<file path="config.mk">
export PLATFORM = sky130hd
export DESIGN_NAME = irq_ctrl
export DESIGN_NICKNAME = d
export VERILOG_FILES = /design/src/rtl/irq_pkg.sv /design/src/rtl/irq_prio_enc.sv /design/src/rtl/irq_ctrl.sv
export SDC_FILE = /design/constraint.sdc
export NUM_CORES = 1
export LEC_CHECK = 0
export CAP_MARGIN = 20
export CORE_MARGIN = 1.5
export CORE_UTILIZATION = 45
export CTS_CLUSTER_SIZE = 24
export DETAILED_ROUTE_END_ITERATION = 10
export GPL_TIMING_DRIVEN = 1
export PLACE_DENSITY = 0.85
export SLEW_MARGIN = 30
export SYNTH_ARGS = -nofsm -noshare
export SYNTH_HDL_FRONTEND = slang
export SYNTH_HIERARCHICAL = 1
export SYNTH_SLANG_ARGS = --single-unit
</file>
<file path="constraint.sdc">
create_clock -name clk -period 8.9 [get_ports clk]
set_clock_uncertainty 0.05 [all_clocks]
set_input_delay 1.78 -clock clk [delete_from_list [all_inputs] [get_ports clk]]
set_output_delay 1.78 -clock clk [all_outputs]
set_load 0.01 [all_outputs]
</file>
<file path="src/rtl/irq_pkg.sv">
// Shared definitions for the interrupt controller: register word indices,
// FSM state encoding and CLAIM register layout.
package irq_pkg;

    localparam logic [1:0] REG_MASK  = 2'd0;
    localparam logic [1:0] REG_PEND  = 2'd1;
    localparam logic [1:0] REG_MODE  = 2'd2;
    localparam logic [1:0] REG_CLAIM = 2'd3;

    localparam int unsigned CLAIM_VALID_BIT = 31;

    typedef enum logic [0:0] {
        ST_IDLE    = 1'b0,
        ST_CLAIMED = 1'b1
    } state_e;

endpackage

</file>
<file path="src/rtl/irq_prio_enc.sv">
// Lowest-index-wins priority encoder over the active interrupt set.
module irq_prio_enc #(
    parameter int unsigned N_SRC = 6
) (
    input  logic [N_SRC-1:0] req,
    output logic             any,
    output logic [2:0]       id
);

    always_comb begin
        any = |req;
        id  = '0;
        // Scan downwards so the last hit, the lowest index, wins.
        for (int i = int'(N_SRC) - 1; i >= 0; i--) begin
            if (req[i]) id = 3'(i);
        end
    end

endmodule

</file>
<file path="src/rtl/irq_ctrl.sv">
// Memory-mapped interrupt controller: latches, masks and prioritises sources
// and runs a claim/EOI handshake towards the CPU interrupt input.
module irq_ctrl
    import irq_pkg::*;
#(
    parameter int unsigned N_SRC    = 6,
    parameter logic [5:0]  MODE_RST = 6'b000000
) (
    input  logic             clk,
    input  logic             reset,
    input  logic [3:0]       ADD_I,
    input  logic [31:0]      DAT_I,
    input  logic             WE_I,
    input  logic             STB_I,
    output logic [31:0]      DAT_O,
    input  logic [N_SRC-1:0] src_i,
    output logic             irq_o,
    output logic [2:0]       claim_id_o
);

    logic [N_SRC-1:0] mask_q, mode_q, pend_q, src_prev;
    logic [N_SRC-1:0] pending, act, rise, clr, pend_d;
    state_e           state;
    logic [2:0]       claim_id, win_id;
    logic             irq, any, rd, wr, claim, eoi;
    logic [1:0]       word;

    assign word = ADD_I[3:2];
    assign rd   = STB_I & ~WE_I;
    assign wr   = STB_I & WE_I;

    // Edge sources come from the latch, level sources follow the wire live.
    assign pending = (pend_q & mode_q) | (src_i & ~mode_q);
    assign act     = pending & mask_q;
    assign rise    = src_i & ~src_prev & mode_q;

    irq_prio_enc #(
        .N_SRC (N_SRC)
    ) u_prio (
        .req (act),
        .any (any),
        .id  (win_id)
    );

    assign claim = rd && (word == REG_CLAIM) && (state == ST_IDLE) && any;
    assign eoi   = wr && (word == REG_CLAIM) && (state == ST_CLAIMED);

    always_comb begin
        clr = '0;
        if (wr && (word == REG_PEND)) clr = DAT_I[N_SRC-1:0];
        if (claim) clr[win_id] = 1'b1;
        // A new edge in the same cycle as a clear keeps the bit set.
        pend_d = ((pend_q & ~clr) | rise) & mode_q;
    end

    always_ff @(posedge clk) begin
        if (reset) begin
            mask_q   <= '0;
            mode_q   <= MODE_RST[N_SRC-1:0];
            pend_q   <= '0;
            src_prev <= '0;
            state    <= ST_IDLE;
            claim_id <= '0;
            irq      <= 1'b0;
        end else begin
            src_prev <= src_i;
            pend_q   <= pend_d;
            if (wr && (word == REG_MASK)) mask_q <= DAT_I[N_SRC-1:0];
            if (wr && (word == REG_MODE)) mode_q <= DAT_I[N_SRC-1:0];
            case (state)
                ST_IDLE: begin
                    irq <= any & ~claim;
                    if (claim) begin
                        claim_id <= win_id;
                        state    <= ST_CLAIMED;
                    end
                end
                ST_CLAIMED: begin
                    irq <= 1'b0;
                    if (eoi) state <= ST_IDLE;
                end
                default: state <= ST_IDLE;
            endcase
        end
    end

    always_comb begin
        DAT_O = '0;
        case (word)
            REG_MASK: DAT_O[N_SRC-1:0] = mask_q;
            REG_PEND: DAT_O[N_SRC-1:0] = pending;
            REG_MODE: DAT_O[N_SRC-1:0] = mode_q;
            default: begin
                if (state == ST_CLAIMED) begin
                    DAT_O[CLAIM_VALID_BIT] = 1'b1;
                    DAT_O[2:0]             = claim_id;
                end else if (any) begin
                    DAT_O[CLAIM_VALID_BIT] = 1'b1;
                    DAT_O[2:0]             = win_id;
                end
            end
        endcase
    end

    assign irq_o      = irq;
    assign claim_id_o = claim_id;

endmodule

</file>
==> key figures, run 1 <==
Outcome
  – Outcome: finished, final reports clean

Floorplan
  – Number of core rows: 23
  – Starting density of the core: around 46%
  – IO Pins: between 80 and 90
  – Total Die Area: 4470 um^2
  – Die width: ~67 um
  – DIE HEIGHT: about 67 um
  – Core Area: ~4000 um^2

Routing
  – Antenna viol nets, final: 0
  – DRC: 0
  – Detailed Route WL: about 3700 um
  – Detailed Routing Iterations Pass 1: 4
  – Iteration-0 DRC Markers: 66
  – WL per Instance: around 13 um
  – Via count: 1,543
  – Vias per cell: between 5 and 6

STA
  – Final-report hold violation count: 0
  – Fin crit period: 6.47 ns
  – Final setup TNS: 0 ns
  – Final setup violation count: 0
  – Ratio of final minimum period to clock period: between 70% and 80%
  – Max frequency: between 150 and 200 MHz
  – Slew @ Worst Pin: about 0.76 ns
  – Relative slew slack: 49.3%
  – Pins Over Slew Limit: 0
  – Hold Slack: 0.468 ns
  – RSZ-0062 raised after global routing: no

Power
  – Max VDD drop: 0.0725 mV
  – Power Dens Cells: ~140 nW/um^2
  – Leak pwr: 0.862 nW
  – Total power: 0.283 mW

Final layout
  – Ant. Diodes: 0
  – Final core occ: a little over half
  – Fillcell total: about 390
  – Area growth syn-to-layout: 14.1%
  – Multi-input gate area: approximately 1100 um^2
  – Final nets: around 290
  – FF/Latch Area: between 500 and 600 um^2
  – Most common cell after layout, fill and taps aside: dfxtp_1
  – Fraction of layout instances using a drive strength above 1: under 10%
  – Most frequent cells in the layout: 29 x dfxtp_1, 28 x clkdlybuf4s50_1, 25 x conb_1, 19 x nor2_1, 17 x mux2i_1
  – Final instance area: about 2100 um^2

Global route
  – Initial antenna violation count: 0
  – Overflow after GRT: 0
  – All-Layer GR Usage: around 18%
  – Vias in the first global route: approximately 1,400
  – First-pass GRT wire length: around 5900 um
  – Pin count of the biggest net entering global routing: 35

Hold path
  – WHS Path Cells: 2
  – Hold_sp: claim_id_o[2]
  – HP Class: reg -> reg

Job
  – Number of max-cap violations: 0

CTS
  – CTS tree: yes
  – Worst skew pair latency: slightly below 0.3 ns
  – Clk sinks: 29
  – Post CTS Setup Buffer Count: 0
  – CTS Hold Buffers Added: 0
  – CTS Buf Count: 5
  – Clock-pin slew on the worst setup and hold paths: approximately 0.060 ns
  – # H-tree levels: 2
  – Bufs on Longest Clock Path: 2
  – Gates resized, CTS repair: 0
  – CTS Root Cell: clkbuf_8

Critical path
  – Classification of the worst setup path: in -> out
  – Reg2Reg Setup Slack: between 6 and 7 ns
  – Worst Reg-to-Reg Cells: 7
  – Origin of the critical flop-to-flop path: mode_q[1]
  – Worst Setup End Kind: output pin
  – CP startpoint kind: primary input
  – Critical Path Start: src_i[3]
  – CP Max Fanout: 7
  – Critical Path AT: between 4 and 5 ns
  – Crit path required time: ~7.1 ns

Place
  – IO Port Bufs: 28
  – Placed cell areas: around 2000 um^2
  – GPL Wtd Cong: ~0.88
  – DP HPWL: 2700 um

Synthesis
  – Warnings from Yosys: 6
  – Synth Area per Inst: approximately 8.5 um^2
  – Sequential area share after synthesis: about a third
  – Synth top area share: 31.6%
  – Top cell type by total area after synthesis: dfxtp_1
  – Top cells by area, synth: dfxtp_1 32%, buf_4 11%, mux2i_1 9.3%
  – Post-Synthesis Cell Area: roughly 1800 um^2
  – Distinct cells, synth: between 40 and 50
  – Seq cells post-synth: 29
  – Synth Instances: 215
-- final timing paths --
kind                                 endpoint
worst max-delay path                 DAT_O[1]
worst min-delay path            claim_id_o[2]
worst max register to register  claim_id_o[0]
worst min register to register  claim_id_o[2]
-- per-stage QoR --
stage / setup slack [ns] / std cells
after floorplan: 3.57 / 239
after global placement: 2.42 / 283
after detailed placement: 2.45 / 283
after CTS: 2.44 / 291
after global routing: 2.29 / 291
final: 2.43 / 291
-- power breakdown --
group | switching (mW) | total (mW) | internal (mW)
combinational | 0.0237 | 0.0443 | 0.0206
sequential | 0.00185 | 0.135 | 0.133
clock | 0.0485 | 0.104 | 0.0553
total | 0.0741 | 0.283 | 0.209
-- kinds of logic (layout without fill, tap and decap cells) --
logic type | after synthesis | count (layout) | synth area share, %
and+or+nand+nor | 83 | 83 | 27.6
AOI/OAI and AO/OA | 43 | 43 | 15.6
buffers and inverters | 42 | 44 | 15.7
DFF | 29 | 29 | 31.6
muxes | 17 | 17 | 9.27
other | 1 | 25 | 0.204
-- cell usage after synthesis (all sizes together) --
master / n
buf: 33
dfxtp: 29
nor2: 19
mux2i: 17
nor2b: 16
a21oi: 12
nand2: 9
inv: 7
a21o: 6
o22ai: 6
nand3: 5
nand3b: 5
o21ai: 5
a221oi: 4
and2: 3
nand2b: 3
nand4: 3
nand4b: 3
nor4b: 3
a211oi: 2
a31oi: 2
and4b: 2
clkbuf: 2
nor3: 2
nor4bb: 2
o211a: 2
o21a: 2
or2b: 2
a21boi: 1
a311oi: 1
and3b: 1
and4bb: 1
conb: 1
nor3b: 1
or3: 1
or3b: 1
or4: 1
-- metal layers --
metal / routed length [um] / vias up / part of all wire, % / track usage, %
met5: 0 / - / 0 / 0
met3: 228 / 11 / 6.2 / 6.25
met4: 105 / 0 / 2.8 / 11.0
met2: 1690 / 55 / 46 / 27.6
met1: 1670 / 715 / 45 / 21.1
li1: - / 762 / - / -
-- sequential cells by signal (all words and copies together), names as in the netlist --
signal and cells:
claim_id_o 3, mask_q 6, irq_o 1, state 1
mode_q 6, src_prev 6, pend_q 6
-- worst max-delay path, cell delays in order --
cell             delay (ns)
clkdlybuf4s50_1        0.43
nor2b_1                0.15
o21a_1                 0.21
or4_1                  0.49
or3_1                  0.42
nor2b_1                0.23
a221oi_1               0.32
a211oi_1               0.09
clkdlybuf4s50_1        0.49
-- cell type report --
type | instances | area share (%)
sequential | 29 | 27.7
timing repair buffer | 29 | 13.7
inverter | 7 | 1.25
multi-input combinational | 168 | 50.5
clock buffer | 8 | 3.82
tap | 50 | 2.99
(Power assumes the default switching activity.)
==> run 2, diff against run 1 <==
Settings changed: CORE_UTILIZATION 45 to 42, PLACE_DENSITY 0.85 to 0.81.
Clock period 8.9 ns to 6.69 ns, I/O delays scaled along.
==> run 2 against run 1 <==
Critical endpoint unchanged. Register-to-register slack got worse by 2.2 ns. Critical path type unchanged. Cell count did not move. First-iteration DRC count increased by 130%. Worst hold slack worse by 0.014 ns. Worst setup slack got worse by 1.3 ns. Largest cell class unchanged. Sequential power is 33% higher.
==> key figures, run 2 (synthesis gave the netlist of run 1 again) <==
Critical path
  – CP delay by family, top: simple AND/OR/NAND/NOR gates (unchanged)
  – Origin of the critical flop-to-flop path: mode_q[0] (was mode_q[1])
  – Reg-to-Reg End: pend_q[2] (was claim_id_o[0])
  – Sum of buffers and inverters on the critical path: 2 (unchanged)
  – Critical Path Start: src_i[3] (unchanged)
  – Classification of the worst setup path: in -> out (unchanged)
  – Reg2Reg Setup Slack: 4.40 ns (was 6.60 ns)
  – Critical Path AT: 4.22 ns (was 4.64 ns)
  – Critical path's largest stage delay: 0.49 ns (about the same)
  – CP startpoint kind: primary input (unchanged)
  – Worst Setup End Kind: output pin (unchanged)
  – CP Max Fanout: 7 (unchanged)
  – Levels on crit path: 9 (unchanged)
  – Crit-path cells: clkdlybuf4s50_1 > nor2b_1 > o21a_1 > or4_1 > or3_1 > nor2b_1 > a221oi_1 > a211oi_1 > clkdlybuf4s50_1 (unchanged)
  – Crit path to: DAT_O[1] (unchanged)
  – Crit path required time: 5.30 ns (was 7.07 ns)
  – Slowest cell on the critical path: clkdlybuf4s50_1 (was or4_1)
  – Worst Reg-to-Reg Cells: 7 (unchanged)

Floorplan
  – DIE HEIGHT: 69.1 um (was 66.9 um)
  – Core Area: 4090 um^2 (was 3970 um^2)
  – Die width: 69.1 um (was 66.9 um)
  – IO Pins: 82 (unchanged)
  – Number of core rows: 23 (unchanged)
  – Starting density of the core: 44.9% (was 46.2%)
  – Total Die Area: 4780 um^2 (was 4470 um^2)

Place
  – DP HPWL: 2830 um (was 2700 um)
  – Place WS: 1.08 ns (was 2.45 ns)
  – GPL Wtd Cong: 0.845 (was 0.882)
  – IO Port Bufs: 28 (unchanged)

Power
  – Switching Power: 0.101 mW (was 0.0741 mW)
  – Power Dens Cells: 188 nW/um^2 (was 135 nW/um^2)
  – Leak pwr: 0.877 nW (was 0.862 nW)
  – Switching share of power: 25.4% (was 26.2%)
  – Clock power share: 40.1% (was 36.7%)
  – Gate power share: 14.9% (was 15.7%)
  – Flop pwr share: 45.0% (was 47.6%)
  – Max VDD drop: 0.0897 mV (was 0.0725 mV)
  – P_int: 0.297 mW (was 0.209 mW)
  – Total power: 0.398 mW (was 0.283 mW)

Global route
  – GRT met3 Usage: 5.12% (was 6.25%)
  – Vias in the first global route: 1,454 (was 1,374)
  – Met2 track demand over resource: 29.3% (was 27.6%)
  – All-Layer GR Usage: 17.6% (was 17.9%)
  – GRT met1 Usage: 21.2% (was 21.1%)
  – Overflow after GRT: 0 (unchanged)
  – Initial antenna violation count: 0 (unchanged)
  – GRT busiest layer: met2 (unchanged)
  – First-pass GRT wire length: 6730 um (was 5900 um)
  – Pin count of the biggest net entering global routing: 35 (unchanged)

CTS
  – CTS Hold Buffers Added: 0 (unchanged)
  – Bufs on Longest Clock Path: 2 (unchanged)
  – CTS Buf Count: 5 (unchanged)
  – CTS tree: yes (unchanged)
  – Post CTS Setup Buffer Count: 0 (unchanged)
  – CTS Root Cell: clkbuf_8 (unchanged)
  – # H-tree levels: 2 (unchanged)
  – Clock-pin slew on the worst setup and hold paths: 0.06 ns (about the same)
  – Clk sinks: 29 (unchanged)
  – Worst skew pair latency: 0.29 ns (about the same)
  – Gates resized, CTS repair: 0 (unchanged)

Final layout
  – Ant. Diodes: 0 (unchanged)
  – Final nets: 286 (unchanged)
  – Area growth syn-to-layout: 15.3% (was 14.1%)
  – Final core occ: 51.8% (was 52.7%)
  – Most frequent cells in the layout: 29 x dfxtp_1, 28 x clkdlybuf4s50_1, 25 x conb_1, 19 x nor2_1, 17 x mux2i_1 (unchanged)
  – Most common cell after layout, fill and taps aside: dfxtp_1 (unchanged)
  – Fraction of layout instances using a drive strength above 1: 5.81% (was 4.56%)
  – Fillcell total: 391 (unchanged)

Job
  – Number of max-cap violations: 0 (unchanged)

Routing
  – Vias per cell: 5.28 (was 5.30)
  – Iteration-0 DRC Markers: 152 (was 66)
  – Detailed Route WL: 3980 um (was 3700 um)
  – Via count: 1,536 (was 1,543)
  – Antenna viol nets, final: 0 (unchanged)
  – DRC: 0 (unchanged)
  – Detailed Routing Iterations Pass 1: 4 (unchanged)
  – WL per Instance: 13.7 um (was 12.7 um)

STA
  – Final setup violation count: 0 (unchanged)
  – Max frequency: 178 MHz
  – RSZ-0062 raised after global routing: no (unchanged)
  – Relative slew slack: 46.7% (was 49.3%)
  – Hold Slack: 0.454 ns (was 0.468 ns)
  – Slew @ Worst Pin: 0.796 ns (was 0.758 ns)
  – Final-report hold violation count: 0 (unchanged)
  – Ratio of final minimum period to clock period: a little over four fifths
  – Fin crit period: 5.60 ns
  – Final setup margin: 1.09 ns (was 2.43 ns)
  – Final setup TNS: 0 ns (unchanged)
  – Pins Over Slew Limit: 0 (unchanged)

Hold path
  – HP Class: reg -> reg (unchanged)

Outcome
  – Outcome: finished, final reports clean (unchanged)
run 2: through the flow:
| stage | std cells | cell area [um^2] |
|---|---|---|
| finish | 291 | 2120 |
| global route | 291 | 2120 |
| CTS | 291 | 2120 |
| detailed placement | 283 | 2010 |
| global placement | 283 | 2010 |
| floorplan | 239 | 1930 |
run 2: routing by layer:
metal | part of all wire [%] | up-vias
met3 | 6.5 | 8
met2 | 50 | 44
met1 | 42 | 724
met5 | 0 | -
li1 | - | 760
met4 | 1.4 | 0
run 2: worst min-delay path by stage:
stage	cells past startpoint	slack (ns)	to	startpoint
2_1_floorplan	2	0.42	mask_q[4]	mask_q[4]
3_3_place_gp	2	0.43	claim_id_o[0]	claim_id_o[0]
3_5_place_dp	2	0.44	claim_id_o[0]	claim_id_o[0]
4_1_cts	2	0.45	claim_id_o[0]	claim_id_o[0]
5_1_grt	2	0.49	pend_q[1]	src_prev[1]
6_report	2	0.45	claim_id_o[0]	claim_id_o[0]
run 2: worst reg2reg max path, stage by stage, from the launching register on:
cell and delay (ns):
dfxtp_1 0.41, mux2i_1 0.21, nor2b_1 0.09, or4_1 0.54
or3_1 0.42, nor2b_1 0.23, nand4_1 0.15, a21o_1 0.13
run 2: final cells by class:
cell class                      instances  area, um^2  area share [%]
Timing Repair Buffer                   29         288            13.6
Multi-Input combinational cell        168        1060            50.0
Sequential cell                        29         581            27.4
Tap cell                               50        62.6            2.96
Inverter                                7        26.3            1.24
Clock buffer                            7        96.3            4.55
Clock inverter                          1        5.00           0.237
run 2: power by group through the flow:
stage | Sequential [mW] | Clock (mW) | Combinational, mW
2_1_floorplan | 0.182 | 0 | 0.0473
3_3_place_gp | 0.183 | 0 | 0.0582
3_5_place_dp | 0.183 | 0 | 0.0587
4_1_cts | 0.179 | 0.166 | 0.0593
5_1_grt | 0.180 | 0.173 | 0.0652
6_report | 0.179 | 0.159 | 0.0593
